$ cat src/rtl/if_fetch_unit.sv
// IF stage: owns the PC, issues in-order fetches to a variable-latency imem and
// buffers returned words in a small in-order FIFO feeding the IF/ID boundary.
package common;
    localparam logic [1:0] C_PIPE  = 2'd0;
    localparam logic [1:0] C_STALL = 2'd1;
    localparam logic [1:0] C_FLUSH = 2'd2;
    localparam logic [1:0] C_JUMP  = 2'd3;
endpackage

module if_fetch_unit #(
    parameter int unsigned       DWIDTH   = 32,
    parameter int unsigned       DEPTH    = 4,
    parameter logic [DWIDTH-1:0] RESET_PC = '0
) (
    input  logic              clk,
    input  logic              rst_n,
    input  logic [1:0]        if_ctrl,
    input  logic [DWIDTH-1:0] jump_pc,
    output logic              imem_req_valid,
    input  logic              imem_req_ready,
    output logic [DWIDTH-1:0] imem_req_addr,
    input  logic              imem_rsp_valid,
    input  logic [DWIDTH-1:0] imem_rsp_data,
    output logic              if_valid,
    output logic [DWIDTH-1:0] if_pc,
    output logic [DWIDTH-1:0] if_inst
);
    import common::*;

    localparam int unsigned   AW      = $clog2(DEPTH);
    localparam int unsigned   CW      = AW + 1;
    localparam logic [CW-1:0] DEPTH_C = CW'(DEPTH);

    logic [DWIDTH-1:0] pc_q;
    logic [DWIDTH-1:0] ent_pc   [DEPTH];
    logic [DWIDTH-1:0] ent_inst [DEPTH];
    logic [DEPTH-1:0]  ent_filled;
    logic [AW-1:0]     head_q, tail_q, fill_q;
    logic [CW-1:0]     count_q, unf_q, drop_q;
    logic [CW:0]       pending_total;

    logic redirect, alloc, pop, fill, drop_rsp, rsp_consumed;

    always_comb begin
        redirect       = (if_ctrl == C_JUMP) || (if_ctrl == C_FLUSH);
        pending_total  = {1'b0, count_q} + {1'b0, drop_q};
        imem_req_valid = rst_n && (count_q < DEPTH_C)
                         && (pending_total <= {1'b0, DEPTH_C}) && !redirect;
        imem_req_addr  = pc_q;

        if_valid = ent_filled[head_q];
        if_pc    = ent_pc[head_q];
        if_inst  = ent_inst[head_q];

        alloc        = imem_req_valid && imem_req_ready;
        pop          = (if_ctrl == C_PIPE) && if_valid;
        drop_rsp     = imem_rsp_valid && (drop_q != '0);
        fill         = imem_rsp_valid && (drop_q == '0) && (unf_q != '0);
        rsp_consumed = imem_rsp_valid && ((drop_q != '0) || (unf_q != '0));
    end

    always_ff @(posedge clk) begin
        if (!rst_n) begin
            pc_q       <= RESET_PC;
            head_q     <= '0;
            tail_q     <= '0;
            fill_q     <= '0;
            count_q    <= '0;
            unf_q      <= '0;
            drop_q     <= '0;
            ent_filled <= '0;
            for (int unsigned i = 0; i < DEPTH; i++) begin
                ent_pc[i]   <= '0;
                ent_inst[i] <= '0;
            end
        end else if (redirect) begin
            // In-flight words become drops; a word landing this very cycle is already accounted for.
            if (if_ctrl == C_JUMP)
                pc_q <= {jump_pc[DWIDTH-1:2], 2'b00};
            head_q     <= '0;
            tail_q     <= '0;
            fill_q     <= '0;
            count_q    <= '0;
            unf_q      <= '0;
            ent_filled <= '0;
            drop_q     <= drop_q + unf_q - CW'(rsp_consumed);
        end else begin
            if (alloc) begin
                ent_pc[tail_q]     <= pc_q;
                ent_filled[tail_q] <= 1'b0;
                tail_q             <= tail_q + AW'(1);
                pc_q               <= pc_q + DWIDTH'(4);
            end
            if (fill) begin
                ent_inst[fill_q]   <= imem_rsp_data;
                ent_filled[fill_q] <= 1'b1;
                fill_q             <= fill_q + AW'(1);
            end
            if (pop) begin
                ent_filled[head_q] <= 1'b0;
                head_q             <= head_q + AW'(1);
            end
            count_q <= count_q + CW'(alloc) - CW'(pop);
            unf_q   <= unf_q + CW'(alloc) - CW'(fill);
            if (drop_rsp)
                drop_q <= drop_q - CW'(1);
        end
    end

    // A response with nothing outstanding is a memory protocol violation.
    a_rsp_expected: assert property (@(posedge clk) disable iff (!rst_n)
        !(imem_rsp_valid && (drop_q == '0) && (unf_q == '0)));

endmodule

$ cat config.mk
export PLATFORM = sky130hd
export DESIGN_NAME = if_fetch_unit
export DESIGN_NICKNAME = d
export VERILOG_FILES = /design/src/rtl/if_fetch_unit.sv
export SDC_FILE = /design/constraint.sdc
export NUM_CORES = 1
export LEC_CHECK = 0
export BUFFER_PORTS_ARGS = -buffer_cell sky130_fd_sc_hd__buf_4
export CAP_MARGIN = 10
export CORE_UTILIZATION = 45
export DETAILED_ROUTE_END_ITERATION = 6
export HOLD_SLACK_MARGIN = 0.1
export PLACE_DENSITY = 0.68
export RECOVER_POWER = 50
export SKIP_LAST_GASP = 1
export SLEW_MARGIN = 20
export SYNTH_ARGS = -nofsm -noshare
export SYNTH_HDL_FRONTEND = slang
export SYNTH_SLANG_ARGS = --single-unit
$ cat constraint.sdc
create_clock -name clk -period 5.5 [get_ports clk]
set_clock_uncertainty 0.05 [all_clocks]
set_input_delay 0.55 -clock clk [delete_from_list [all_inputs] [get_ports clk]]
set_output_delay 0.55 -clock clk [all_outputs]
set_load 0.02 [all_outputs]
**Yosys cells after proc, flatten, opt, wreduce, memory -nomap -nowiden**

Memories as Yosys holds them, arrays and structs flattened. A register that Yosys moved wholly into a read port is not among the register bits.
Cells that the tools add are included.

- Add/subtract/negate cells: 12
- $lt $le $gt $ge: 8
- Eq/ne operators: 3
- Multiplexer cells: 39
- Bitwise operators: 6
- Reduce and logical (&&, ||, !) cells: 25

Operators with widths:

| cell | count |
|---|---|
| $mux 32 | 5 |
| $reduce_or 32->1 | 2 |
| $add 32x3->32 const B | 1 |
| $mux 4 | 7 |
| $mux 1 | 15 |
| $logic_and 1x1->1 | 12 |
| $mux 2 | 6 |
| $lt 2x3->1 const B | 3 |
| $sub 3x1->3 | 3 |
| $and 4x4->4 | 2 |
| $not 4->4 | 2 |
| $add 2x1->2 const B | 3 |
| $add 3x1->3 | 2 |
| $demux 1 s2 | 3 |
| $ge 2x1->1 const B | 3 |
| $mux 3 | 2 |
| $reduce_bool 3->1 | 2 |
| $add 3x3->4 | 1 |
| $eq 2x2->1 const B | 2 |
| $le 4x3->1 const B | 1 |
| $or 4x4->4 | 1 |
| $reduce_bool 2->1 | 2 |
| $add 3x3->3 | 1 |
| $logic_not 3->1 | 1 |
| other kinds (10) | 11 |

- Flip-flop bits (word level): 51
- RAM bits: 256
- Input bits: 70
- Output and inout bits: 98
- Logic and storage cells: 103
- Memories kept: 2

Memory list:

| name | words | width | read ports | clocked after memory_dff | wr ports | line | text |
|---|---|---|---|---|---|---|---|
| ent_inst | 4 | 32 | 1 | 1 | 4 | 36 | `logic [DWIDTH-1:0] ent_inst [DEPTH];` |
| ent_pc | 4 | 32 | 1 | 1 | 4 | 35 | `logic [DWIDTH-1:0] ent_pc [DEPTH];` |

**Logic depth before layout (Yosys ltp)**

- Depth after elaboration: 15
- Gate-level depth with buffers: 15

**Worst setup path before layout**

Ideal clock, no wire load.

- Kind: input-to-reg
- Start point: input port if_ctrl[1]
- End point: memory ent_pc[1][10] (enable)
- Setup time: 0.462 ns
- Data arrival time: 4.117 ns
- Slack: 0.871 ns
- Cell stages on the path: 8
- Buffers on the path: 3
- Cells stage by stage: buf_2 or4b_1 a221oi_2 and2_1 buf_2 buf_4 nand2_1 o21ai_0

RTL lines:

| item | line | text |
|---|---|---|
| from (decl) | 17 | `input logic [1:0] if_ctrl,` |
| to (decl) | 35 |  |

==> results.yml <==
run_status:
  outcome: "complete, but fails checks"
  violations: "design-rule violations, max-capacitance violations, max-slew violations"
die:
  start_util_pct: 46.2
  die_h_um: 180
  die_w_um: 180
  io_pins: 168
  rows: 64
  core-area_um2: 30800
  die-area_um2: 32400
grt:
  antenna_found_initial: 0
  grt_pass1_vias: 9198
  grt_usage_pct: 21.3
  overflow: 0
  grt_pass1_wl_mm: 53.2
  grt_start_max_net_pins: 83
cells_and_area:
  n_fill_cell: 2538
  layout.cells.non_filler: 1599
  drive_gt1_share_pct: 23.7
  layout.nets: 1277
  areaGrowthSynthToFinish_pct: 17.4
  num_antenna_cells: 0
  fin_area_um2: 16700
  multi_input_area_um2: 5230
  seq_area_um2: 8590
job:
  maxCapViolations: 1
logic_synthesis:
  synth_cell_types: 63
  synth-seq-area-share_pct: 60.3
  synth.most_common_cell: "edfxtp_1"
  synth_area_leader_cell: "edfxtp_1"
  syn_area_per_cell_um2: 13.7
  synth_area_leaders: "edfxtp_1 53%, mux4_2 10%, and2_1 8.6%"
  async_reset_ff_share_pct: 0
  synth_common_cells: "252 x edfxtp_1, 195 x and2_1, 66 x and3_1, 64 x mux4_2, 57 x clkbuf_1"
  synth_seq_cells: 303
  yosys_warnings: 0
  synth_top_area_share_pct: 53.1
  synth_flop_cell: "edfxtp_1"
  synth_edf_count: 252
  syn_inst: 1042
  synthesis.area_um2: 14200
cts:
  cts_tree: "built"
  numCtsBuffers: 34
  hold_buffers: 0
  cts.clk_slew.worst_paths_ns: 0.06
  cts_buffer_depth: 3
  cts-root-buf: "clkbuf_16"
  htreeDepth: 2
  cts_resized: 0
  insertion_delay_ns: 0.51
  post-cts-setup-buffers: 0
  clock_sinks: 303
min_path:
  hold_depth: 2
  hp-class: "in2reg"
  hold_path_end: "ent_inst[1][19]"
  worstHoldStart: "imem_rsp_data[19]"
worst_setup_path:
  worstReg2RegStart: "drop_q[1]"
  timing.rr.end: "ent_inst[2][25]"
  cpMaxStageDelayCell: "clkbuf_1"
  slowest_delay_ns: 1.39
  cp_max_fo: 41
  path_cells: "inv_1 -> ha_1 -> and4b_1 -> clkbuf_1 -> nand2_1 -> nor3_1 -> nand2b_1 -> clkbuf_2"
  cp.arrival_ns: 4.29
  worst_setup_path_end_kind: "flop"
  reg2reg_depth: 8
  r2r_slack_ns: 1.29
  worstSetupStartpointType: "flop"
  worstPathRequired_ns: 5.57
  worstSetupPathType: "reg2reg"
detailed_routing:
  dr.first_iter.drc_count: 708
  wl_mm: 33.9
  vias: 9034
  wl_per_cell_um: 21.2
  ant_nets: 0
  post_drt_via_cell_ratio: 5.65
  dr.pass1.iters: 7
  drc_errors: 12
pwr:
  clockPowerShare_pct: 40.3
  p_switching_mw: 1.25
  comb_power_share_pct: 9.4
  ir_drop_mv: 0.298
  power.leakage_nw: 6.38
  p_int_mw: 4.03
  switching_share_pct: 23.6
  power_mw: 5.27
  p_per_area_nw_per_um2: 315
  share_seq_of_total_power_pct: 50.3
placement:
  portBuffers: 163
  pre_cts_slack_ns: 1.46
  hpwl_mm: 20.2
  gp_congestion: 0.819
  dp_cells: 1537
  placed_area_um2: 15800
sta:
  fin_crit_sh_pct: 76.6
  fmax_mhz: 237
  final_max_slew_viol_count: 42
  min_period_ns: 4.21
  rsz0062_at_grt: "no"
  worst_pin_slew_ns: 1.96
  setup_viol: 0
  hold_viol: 0
  tns_ns: 0
  slew-limit-headroom_pct: -30.6
  layout_setup_ws_ns: 1.29
-- worst max-delay path, delay by kind of cell (launching register included) --
| kind | cells | cell delay (ns) |
|---|---|---|
| adder cells (fa/ha/maj) | 1 | 0.22 |
| buffers and inverters | 3 | 2.31 |
| flip-flops | 1 | 0.32 |
| AND/OR/NAND/NOR | 4 | 0.89 |
-- sequential cells by signal, indices dropped and copies added (netlist names), named ones only --
name,cells
unf_q,3
ent_filled,4
head_q,2
ent_inst,128
count_q,3
drop_q,3
fill_q,2
imem_req_addr,30
ent_pc,124
tail_q,2
-- routing by layer --
metal	global-route usage, %	routed length [um]	vias up
met5	0	0	-
met4	6.76	780	0
met3	2.76	1540	52
met2	36.0	16700	266
met1	28.5	14900	4562
li1	-	-	4154
-- power groups by stage --
| stage | registers, mW | clock network [mW] | logic [mW] |
|---|---|---|---|
| after floorplan | 2.68 | 0 | 0.313 |
| after global placement | 2.69 | 0 | 0.508 |
| after detailed placement | 2.70 | 0 | 0.516 |
| after CTS | 2.65 | 2.16 | 0.518 |
| after global routing | 2.66 | 2.25 | 0.545 |
| final | 2.65 | 2.13 | 0.497 |
-- final cells by class --
class	count	share of cell area, %
Inverter	24	0.539
Tap cell	396	2.96
Clock inverter	16	0.868
Multi-Input combinational cell	630	31.3
Clock buffer	45	5.34
Sequential cell	303	51.4
Timing Repair Buffer	185	7.65
-- placed cells by master, fill, tap and decap left out, types with 6 or more instances in the layout --
master     synthesis  final
edfxtp_1         252    252
and2_1           195    165
buf_4              5    148
and3_1            66     66
mux4_2            64     64
dfxtp_1           51     49
clkbuf_1          57     43
nor2_1            41     40
clkbuf_16          0     34
and2_0             0     30
nand2_1           27     27
ha_1              25     25
inv_1             23     24
a21oi_1           21     22
nand3_1           19     20
o21ai_0           16     12
nor3_1            12     12
xnor2_1           10     10
a211oi_1          10     10
o31ai_1           10     10
o211ai_1           9      9
nand4_1            8      8
a22oi_1            8      8
a31oi_1            7      7
o221a_2            7      7
mux2_2             6      6
mux2i_1            6      6
conb_1             1      6
-- logic make-up after synthesis --
family	synth area share (%)
and+or+nand+nor	16.5
DFF	60.3
buffers and inverters	3.35
AOI/OAI and AO/OA	5.39
muxes	11.0
adders and majority gates	2.76
xor gates and xnor gates	0.676
other	0.0263
-- stage by stage --
| step | util (%) | hold slack [ns] |
|---|---|---|
| after floorplan | - | 0.432 |
| after global placement | 51.4 | 0.463 |
| after detailed placement | 51.4 | 0.471 |
| after CTS | 54.7 | 0.263 |
| after global routing | 54.2 | 0.271 |
| final | 54.2 | 0.285 |
-- worst max path at each step --
stage                           from         endpoint  slack (ns)  cells past startpoint
after floorplan           if_ctrl[1]    ent_pc[1][10]        0.87                      8
after global placement    if_ctrl[1]       count_q[2]        1.48                     12
after detailed placement  if_ctrl[1]         unf_q[2]        1.46                     12
after CTS                  drop_q[0]         unf_q[2]        1.81                     14
after global routing       drop_q[1]  ent_inst[2][28]        0.90                      8
final                      drop_q[1]  ent_inst[2][25]        1.29                      8
Note: power is estimated with default switching activity, not from simulation.
